File: src/rtl/tp_mon_pkg.sv
// Shared types and defaults for the test-point pad monitor: FSM state encoding,
// default parameter values and the read-select width helper.
package tp_mon_pkg;

    typedef enum logic [1:0] {
        IDLE  = 2'd0,
        COUNT = 2'd1,
        DONE  = 2'd2
    } mon_state_t;

    localparam int DEF_N_CH    = 8;
    localparam int DEF_CNT_W   = 16;
    localparam int DEF_WIN_W   = 24;
    localparam int DEF_STRETCH = 4;

    // A single channel still needs a 1-bit select port.
    function automatic int sel_w(input int n);
        return (n > 1) ? $clog2(n) : 1;
    endfunction

endpackage

File: src/rtl/tp_mon_chan.sv
// One test-point channel: 2-flop sync, rising-edge detect, saturating counter with sticky
// overflow, and the mirror output (pulse-stretched when TP_MON_STRETCH_EN is defined).
module tp_mon_chan #(
    parameter int CNT_W   = 16
`ifdef TP_MON_STRETCH_EN
    ,
    parameter int STRETCH = 4
`endif
) (
    input  logic             clk,
    input  logic             reset,
    input  logic             tp,
    input  logic             count_en,
    input  logic             arm,
    input  logic             clr,
    output logic [CNT_W-1:0] cnt,
    output logic             ovf,
    output logic             mirror
);

    logic sync0;
    logic s1;
    logic s2;
    logic rise;
    logic inc;

    always_ff @(posedge clk) begin
        if (reset) begin
            sync0 <= 1'b0;
            s1    <= 1'b0;
            s2    <= 1'b0;
        end else begin
            sync0 <= tp;
            s1    <= sync0;
            s2    <= s1;
        end
    end

    assign rise = s1 & ~s2;
    assign inc  = rise & count_en;

    // arm beats rd_clr; a rise coinciding with rd_clr lands on the freshly cleared counter.
    always_ff @(posedge clk) begin
        if (reset || arm) begin
            cnt <= '0;
            ovf <= 1'b0;
        end else if (clr) begin
            cnt <= CNT_W'(inc);
            ovf <= 1'b0;
        end else if (inc) begin
            if (&cnt) begin
                ovf <= 1'b1;
            end else begin
                cnt <= cnt + CNT_W'(1);
            end
        end
    end

`ifdef TP_MON_STRETCH_EN
    localparam int ST_W = $clog2(STRETCH + 1);
    logic [ST_W-1:0] st_cnt;

    // s1 covers the first high cycle; st_cnt holds the mirror for the remaining STRETCH-1.
    always_ff @(posedge clk) begin
        if (reset) begin
            st_cnt <= '0;
        end else if (rise) begin
            st_cnt <= ST_W'(STRETCH - 1);
        end else if (st_cnt != '0) begin
            st_cnt <= st_cnt - ST_W'(1);
        end
    end

    assign mirror = s1 | (st_cnt != '0);
`else
    assign mirror = s1;
`endif

endmodule

File: src/rtl/tp_pad_monitor.sv
// Test-point monitor top: window FSM, per-channel counters, one-cycle read port (no backpressure).
// Optional mirror pulse stretching is built only when TP_MON_STRETCH_EN is defined.
module tp_pad_monitor
    import tp_mon_pkg::*;
#(
    parameter int N_CH    = DEF_N_CH,
    parameter int CNT_W   = DEF_CNT_W,
    parameter int WIN_W   = DEF_WIN_W,
    parameter int STRETCH = DEF_STRETCH
) (
    input  logic                     clk,
    input  logic                     reset,
    input  logic [N_CH-1:0]          tp_in,
    input  logic [WIN_W-1:0]         win_len,
    input  logic                     arm,
    output logic                     busy,
    output logic                     done,
    input  logic                     rd_req,
    input  logic [sel_w(N_CH)-1:0]   rd_sel,
    input  logic                     rd_clr,
    output logic                     rd_valid,
    output logic [CNT_W-1:0]         rd_data,
    output logic                     rd_ovf,
    output logic [N_CH-1:0]          tp_mirror
);

    localparam int SEL_W = sel_w(N_CH);

    if (N_CH < 1 || N_CH > 32) begin : g_bad_n_ch
        $error("tp_pad_monitor: N_CH must be 1..32");
    end
    if (STRETCH < 1) begin : g_bad_stretch
        $error("tp_pad_monitor: STRETCH must be >= 1");
    end

    mon_state_t       state;
    logic [WIN_W-1:0] win_cnt;
    logic [CNT_W-1:0] cnt [N_CH];
    logic [N_CH-1:0]  ovf;
    logic             count_en;
    logic             sel_ok;

    assign count_en = (state == COUNT);
    assign sel_ok   = (int'(rd_sel) < N_CH);

    for (genvar i = 0; i < N_CH; i++) begin : g_chan
        tp_mon_chan #(
            .CNT_W   (CNT_W)
`ifdef TP_MON_STRETCH_EN
            ,
            .STRETCH (STRETCH)
`endif
        ) u_chan (
            .clk      (clk),
            .reset    (reset),
            .tp       (tp_in[i]),
            .count_en (count_en),
            .arm      (arm),
            .clr      (rd_req & rd_clr & sel_ok & (rd_sel == SEL_W'(i))),
            .cnt      (cnt[i]),
            .ovf      (ovf[i]),
            .mirror   (tp_mirror[i])
        );
    end

    // win_cnt counts down to zero, so COUNT spans max(win_len,1) cycles.
    always_ff @(posedge clk) begin
        if (reset) begin
            state   <= IDLE;
            win_cnt <= '0;
            busy    <= 1'b0;
            done    <= 1'b0;
        end else if (arm) begin
            state   <= COUNT;
            win_cnt <= (win_len == '0) ? '0 : win_len - WIN_W'(1);
            busy    <= 1'b1;
            done    <= 1'b0;
        end else begin
            case (state)
                COUNT: begin
                    if (win_cnt == '0) begin
                        state <= DONE;
                        busy  <= 1'b0;
                        done  <= 1'b1;
                    end else begin
                        win_cnt <= win_cnt - WIN_W'(1);
                    end
                end
                default: ;
            endcase
        end
    end

    always_ff @(posedge clk) begin
        if (reset) begin
            rd_valid <= 1'b0;
            rd_data  <= '0;
            rd_ovf   <= 1'b0;
        end else begin
            rd_valid <= rd_req;
            if (rd_req) begin
                if (sel_ok) begin
                    rd_data <= cnt[rd_sel];
                    rd_ovf  <= ovf[rd_sel];
                end else begin
                    rd_data <= '0;
                    rd_ovf  <= 1'b0;
                end
            end
        end
    end

endmodule

File: config.mk
export PLATFORM = sky130hd
export DESIGN_NAME = tp_pad_monitor
export DESIGN_NICKNAME = d
export VERILOG_FILES = /design/src/rtl/tp_mon_pkg.sv /design/src/rtl/tp_mon_chan.sv /design/src/rtl/tp_pad_monitor.sv
export SDC_FILE = /design/constraint.sdc
export NUM_CORES = 1
export LEC_CHECK = 0
export CAP_MARGIN = 20
export CORE_MARGIN = 2
export CORE_UTILIZATION = 45
export CTS_BUF_LIST = sky130_fd_sc_hd__clkbuf_8 sky130_fd_sc_hd__clkbuf_16
export DETAILED_ROUTE_END_ITERATION = 7
export REMOVE_ABC_BUFFERS = 1
export SETUP_SLACK_MARGIN = 0.15
export SYNTH_ARGS = -nofsm -noshare
export SYNTH_HDL_FRONTEND = slang
export SYNTH_HIERARCHICAL = 1
export SYNTH_SLANG_ARGS = --single-unit
File: constraint.sdc
create_clock -name clk -period 3.45 [get_ports clk]
set_clock_uncertainty 0.1 [all_clocks]
set_input_delay 0.8625 -clock clk [delete_from_list [all_inputs] [get_ports clk]]
set_output_delay 0.8625 -clock clk [all_outputs]
set_load 0.05 [all_outputs]
## Word level (Yosys, flattened, before mapping)

Index checks and enable logic that the tools add are counted.

| storage, ports and cells | value |
|---|---|
| bits in registers | 205 |
| output and inout bits | 28 |
| bits of input ports | 40 |

| operators by class | value |
|---|---|
| $lt $le $gt $ge | 2 |
| add/sub/neg operators | 10 |
| multiplexer cells | 39 |
| equal/unequal tests | 17 |
| reductions and logical operators | 58 |
| bitwise gates (word level) | 42 |

Operators with widths:

| operator | number |
|---|---|
| $reduce_and 17->1 | 8 |
| $add 16x1->16 const B | 8 |
| $reduce_and 16->1 | 8 |
| $mux 24 | 4 |
| $bmux 16 s3 | 1 |
| $logic_not 24->1 | 2 |
| $sub 24x1->24 const B | 2 |
| $reduce_and 2->1 | 19 |
| $mux 16 | 2 |
| $mux 1 | 31 |
| $and 1x1->1 | 25 |
| $reduce_bool 2->1 | 10 |
| $reduce_or 2->1 | 9 |
| $ne 2x1->1 const B | 8 |
| $not 1->1 | 16 |
| $eq 3x3->1 const B | 4 |
| $eq 3x2->1 const B | 2 |
| $ge 4x4->1 const B | 1 |
| $lt 3x4->1 const B | 1 |
| $not 3->4 | 1 |
| $bmux 1 s3 | 1 |
| $eq 3x1->1 const B | 1 |
| $logic_not 3->1 | 1 |
| $eq 2x1->1 const B | 1 |
| 2 further kinds | 2 |

## Longest topological paths before layout

| depth | value |
|---|---|
| depth after elaboration | 5 |
| depth in mapped cells | 8 |
| depth with buffers taken out | 7 |

## Hierarchy

Netlist, hierarchy kept.

Modules (own cells, without submodules):

| module | instances | area each (µm²) | cells each |
|---|---|---|---|
| tp_mon_chan | 8 | 1012.2 | 118 |
| tp_pad_monitor | 1 | 3757.4 | 394 |

## Worst setup path after synthesis

Ideal clock, no wire load.

| timing path | value |
|---|---|
| path type | register to register |
| start point | reg, netlist name busy |
| end point | reg g_chan[0].u_chan.cnt[11] |
| setup time | 70 ps |
| clock period less this slack | 3392 ps |
| stages on the path, launching flop included | 9 |
| arrival | 3222 ps |
| path slack | 58 ps |
| path through | dfxtp_1 nand2b_1 inv_1 clkbuf_1 nand3b_1 or4_1 buf_2 or4_1 a21oi_1 |

RTL lines:

| what | RTL line | RTL |
|---|---|---|
| end signal: assignment | tp_mon_chan.sv:48 | `cnt <= CNT_W'(inc);` |
| end signal: assignment | tp_mon_chan.sv:54 | `cnt <= cnt + CNT_W'(1);` |
| end: declaration | tp_mon_chan.sv:16 | `output logic [CNT_W-1:0] cnt,` |

## Worst setup path after layout

| timing path | value |
|---|---|
| start point | reg g_chan[6].u_chan.s1 |
| end point | out tp_mirror[6] |

RTL lines:

| what | RTL line | RTL |
|---|---|---|
| start: declaration | tp_mon_chan.sv:22 | `logic s1;` |
| start signal: assignment | tp_mon_chan.sv:34 | `s1 <= sync0;` |
| end: declaration | tp_pad_monitor.sv:24 | `output logic [N_CH-1:0] tp_mirror` |

No word-level cell between the ends.

==> results.json <==
{
  "run_status": "complete, no violations",
  "fp.dieW_um": 166.3,
  "cts.path.max_buffers": 3,
  "gpl.final_weighted_congestion": 0.8555,
  "min_period_over_period_pct": 81.05,
  "post_route_drc": 0,
  "dp_hpwl_mm": 25.19,
  "drt-wirelength-per-cell_um": 19.59,
  "number_of_global_route_vias_before_repair": 10120,
  "final_nets": 1446,
  "cp_max_fo": 5,
  "max_clock_freq_mhz": 357.6,
  "postSynthRegisterBits": 204,
  "track_usage_pct": 24.10,
  "area_delta_synth_final_pct": 15.60,
  "cts_buffers": 24,
  "type_of_the_most_critical_hold_path": "register to register",
  "io_pins": 68,
  "maxCapViolations": 0,
  "path_cells": "clkdlybuf4s50_1",
  "critical_path.endpoint_type": "output pin",
  "final_cell_mix": "dfxtp_1, a21oi_1, nor2_1",
  "power.density_cell_area_nw_per_um2": 412.0,
  "grt_pass1_wl_mm": 55.28,
  "antenna_found_initial": 0,
  "detail_route.iter0.violations": 907,
  "num_antenna_cells": 0,
  "via_per_inst": 6.360,
  "layout.filler_cells": 2476,
  "fin_setup_tns_ns": 0,
  "maximum_number_of_pins_on_one_net_before_global_route_repair": 67,
  "postSynth.topFlopCell": "dfxtp_1",
  "drt_pre_antenna_iters": 8,
  "count_of_flip_flops_with_a_built_in_enable_after_synthesis": 0,
  "netlist_area_um2": 11860,
  "layout_min_cycle_time_ns": 2.796,
  "cts_tree": "built",
  "clk_latency_ns": 0.52,
  "layout_commonest_cell": "dfxtp_1",
  "class_of_the_most_critical_setup_path": "register to output pin",
  "die_footprint_um2": 27660,
  "ys.warnings.count": 6,
  "numClockSinks": 204,
  "setup_viol": 0,
  "report.final.slew_viol_count": 0,
  "timing.final.hold_violations": 0,
  "tightest_slew_ns": 0.9407,
  "synthTopCellsByArea": "dfxtp_1, mux4_2, o31ai_1, a21oi_1, mux2i_1",
  "drt.antenna.violating_nets": 0,
  "max_stage_delay_ns": 0.86,
  "ctsResizeCount": 0,
  "vias": 11100,
  "report.power.total_uw": 5646,
  "sequential_to_total_area_share_from_yosys_stat_pct": 34.45,
  "netlist-cell-type-count": 69,
  "unrepaired_setup_endpoints_after_global_routing": "no",
  "wl_mm": 34.18,
  "power_leakage_uw": 0.004172,
  "synth_cells": 1338,
  "worstPathArrival_ns": 1.83,
  "syn_area_per_cell_um2": 8.860,
  "overflow": 0,
  "cts.hold.buffers_added": 0,
  "multi_input_area_um2": 7381,
  "synth_largest_area_cell": "dfxtp_1",
  "height_of_the_chip_um": 166.3,
  "cts_max_level": 1,
  "critPathTopFamily": "buffers and inverters",
  "worstPathRequired_ns": 2.49,
  "yosys.area.top_type_share_pct": 34.45,
  "clockRootBuffer": "clkbuf_16",
  "ys_async_sr_fraction_pct": 0,
  "core.rowCount": 59,
  "critPathLaunchType": "register",
  "number_of_setup_buffers_added_after_cts": 0,
  "clkSlewWorstSetupHoldPaths_ns": 0.06,
  "starting_density_pct": 45.62,
  "io_buffers": 67,
  "critical-path-slowest-cell": "clkdlybuf4s50_1",
  "placeableCoreArea_um2": 25980,
  "worst_path_buf_inv": 1,
  "worst_ir_drop_on_vdd_mv": 0.4033,
  "timing.max_slew.rel_slack_pct": 36.71,
  "final_layout_size_suffix_gt1_share_pct": 9.362,
  "seq_area_um2": 4084
}
==> Yosys cell counts (40+ instances only) <==
master / n
or4_1: 56
nor2_1: 91
nand4_1: 40
clkbuf_1: 42
nor3_1: 65
mux2i_1: 43
nand2_1: 54
a21oi_1: 100
nand3_1: 65
dfxtp_1: 204
o31ai_1: 67
==> cell families after synthesis <==
group | after synthesis | share of synthesized area (%)
XOR/XNOR | 24 | 1.773
multiplexers | 77 | 10.09
adder cells (fa/ha/maj) | 12 | 1.266
buffers and inverters | 98 | 3.293
AO/OA/AOI/OAI | 322 | 17.95
AND/OR/NAND/NOR | 601 | 31.18
flip-flops | 204 | 34.45
==> metal layers <==
metal / wire length [um] / global-route usage [%] / share of wire, % / vias up
met5: 0 / 0 / 0 / -
met4: 797 / 6.072 / 2.3 / 0
met3: 1698 / 2.622 / 5.0 / 58
met2: 15050 / 37.60 / 44 / 328
met1: 16640 / 35.69 / 49 / 5322
li1: - / - / - / 5390
==> final timing paths <==
check	from	end	slack [ns]	depth (start not counted)
hold reg to reg	g_chan[1].u_chan/sync0	g_chan[1].u_chan/mirror	0.34	1
hold / removal	g_chan[1].u_chan/sync0	g_chan[1].u_chan/mirror	0.34	1
setup / recovery	g_chan[6].u_chan/mirror	tp_mirror[6]	0.65	1
setup reg to reg	state[1]	g_chan[3].u_chan/cnt[11]	0.76	7
==> through the flow <==
stage	hold slack, ns	instances	utilization, %	instance area [um2]	worst slack, ns
2_1_floorplan	0.3138	1280	-	11610	0.3559
3_3_place_gp	0.3148	1703	49.54	12870	0.3197
3_5_place_dp	0.3234	1703	49.54	12870	0.3458
4_1_cts	0.3371	1745	52.74	13700	0.6294
5_1_grt	0.3578	1745	52.74	13700	0.5862
6_report	0.3359	1745	52.74	13700	0.6539
==> where the power goes <==
part	leakage, uW	switching (uW)	internal (uW)
Clock	0.000432	1010	1650
Sequential	0.00166	48.3	2400
Combinational	0.00208	324	206
==> layout make-up <==
cell class	count	area share, %
Clock buffer	31	5.168
Clock inverter	11	0.9039
Inverter	40	1.096
Multi-Input combinational cell	1036	53.86
Sequential cell	204	29.80
Tap cell	335	3.059
Timing Repair Buffer	88	6.117
==> sequential cells by signal (all words and copies together), names as in the netlist, 8 cells and up <==
register	cells
win_cnt	24
g_chan.u_chan/s2	8
g_chan.u_chan/mirror	8
g_chan.u_chan/sync0	8
g_chan.u_chan/cnt	128
g_chan.u_chan/ovf	8
rd_data	16
(Power assumes the default switching activity.)
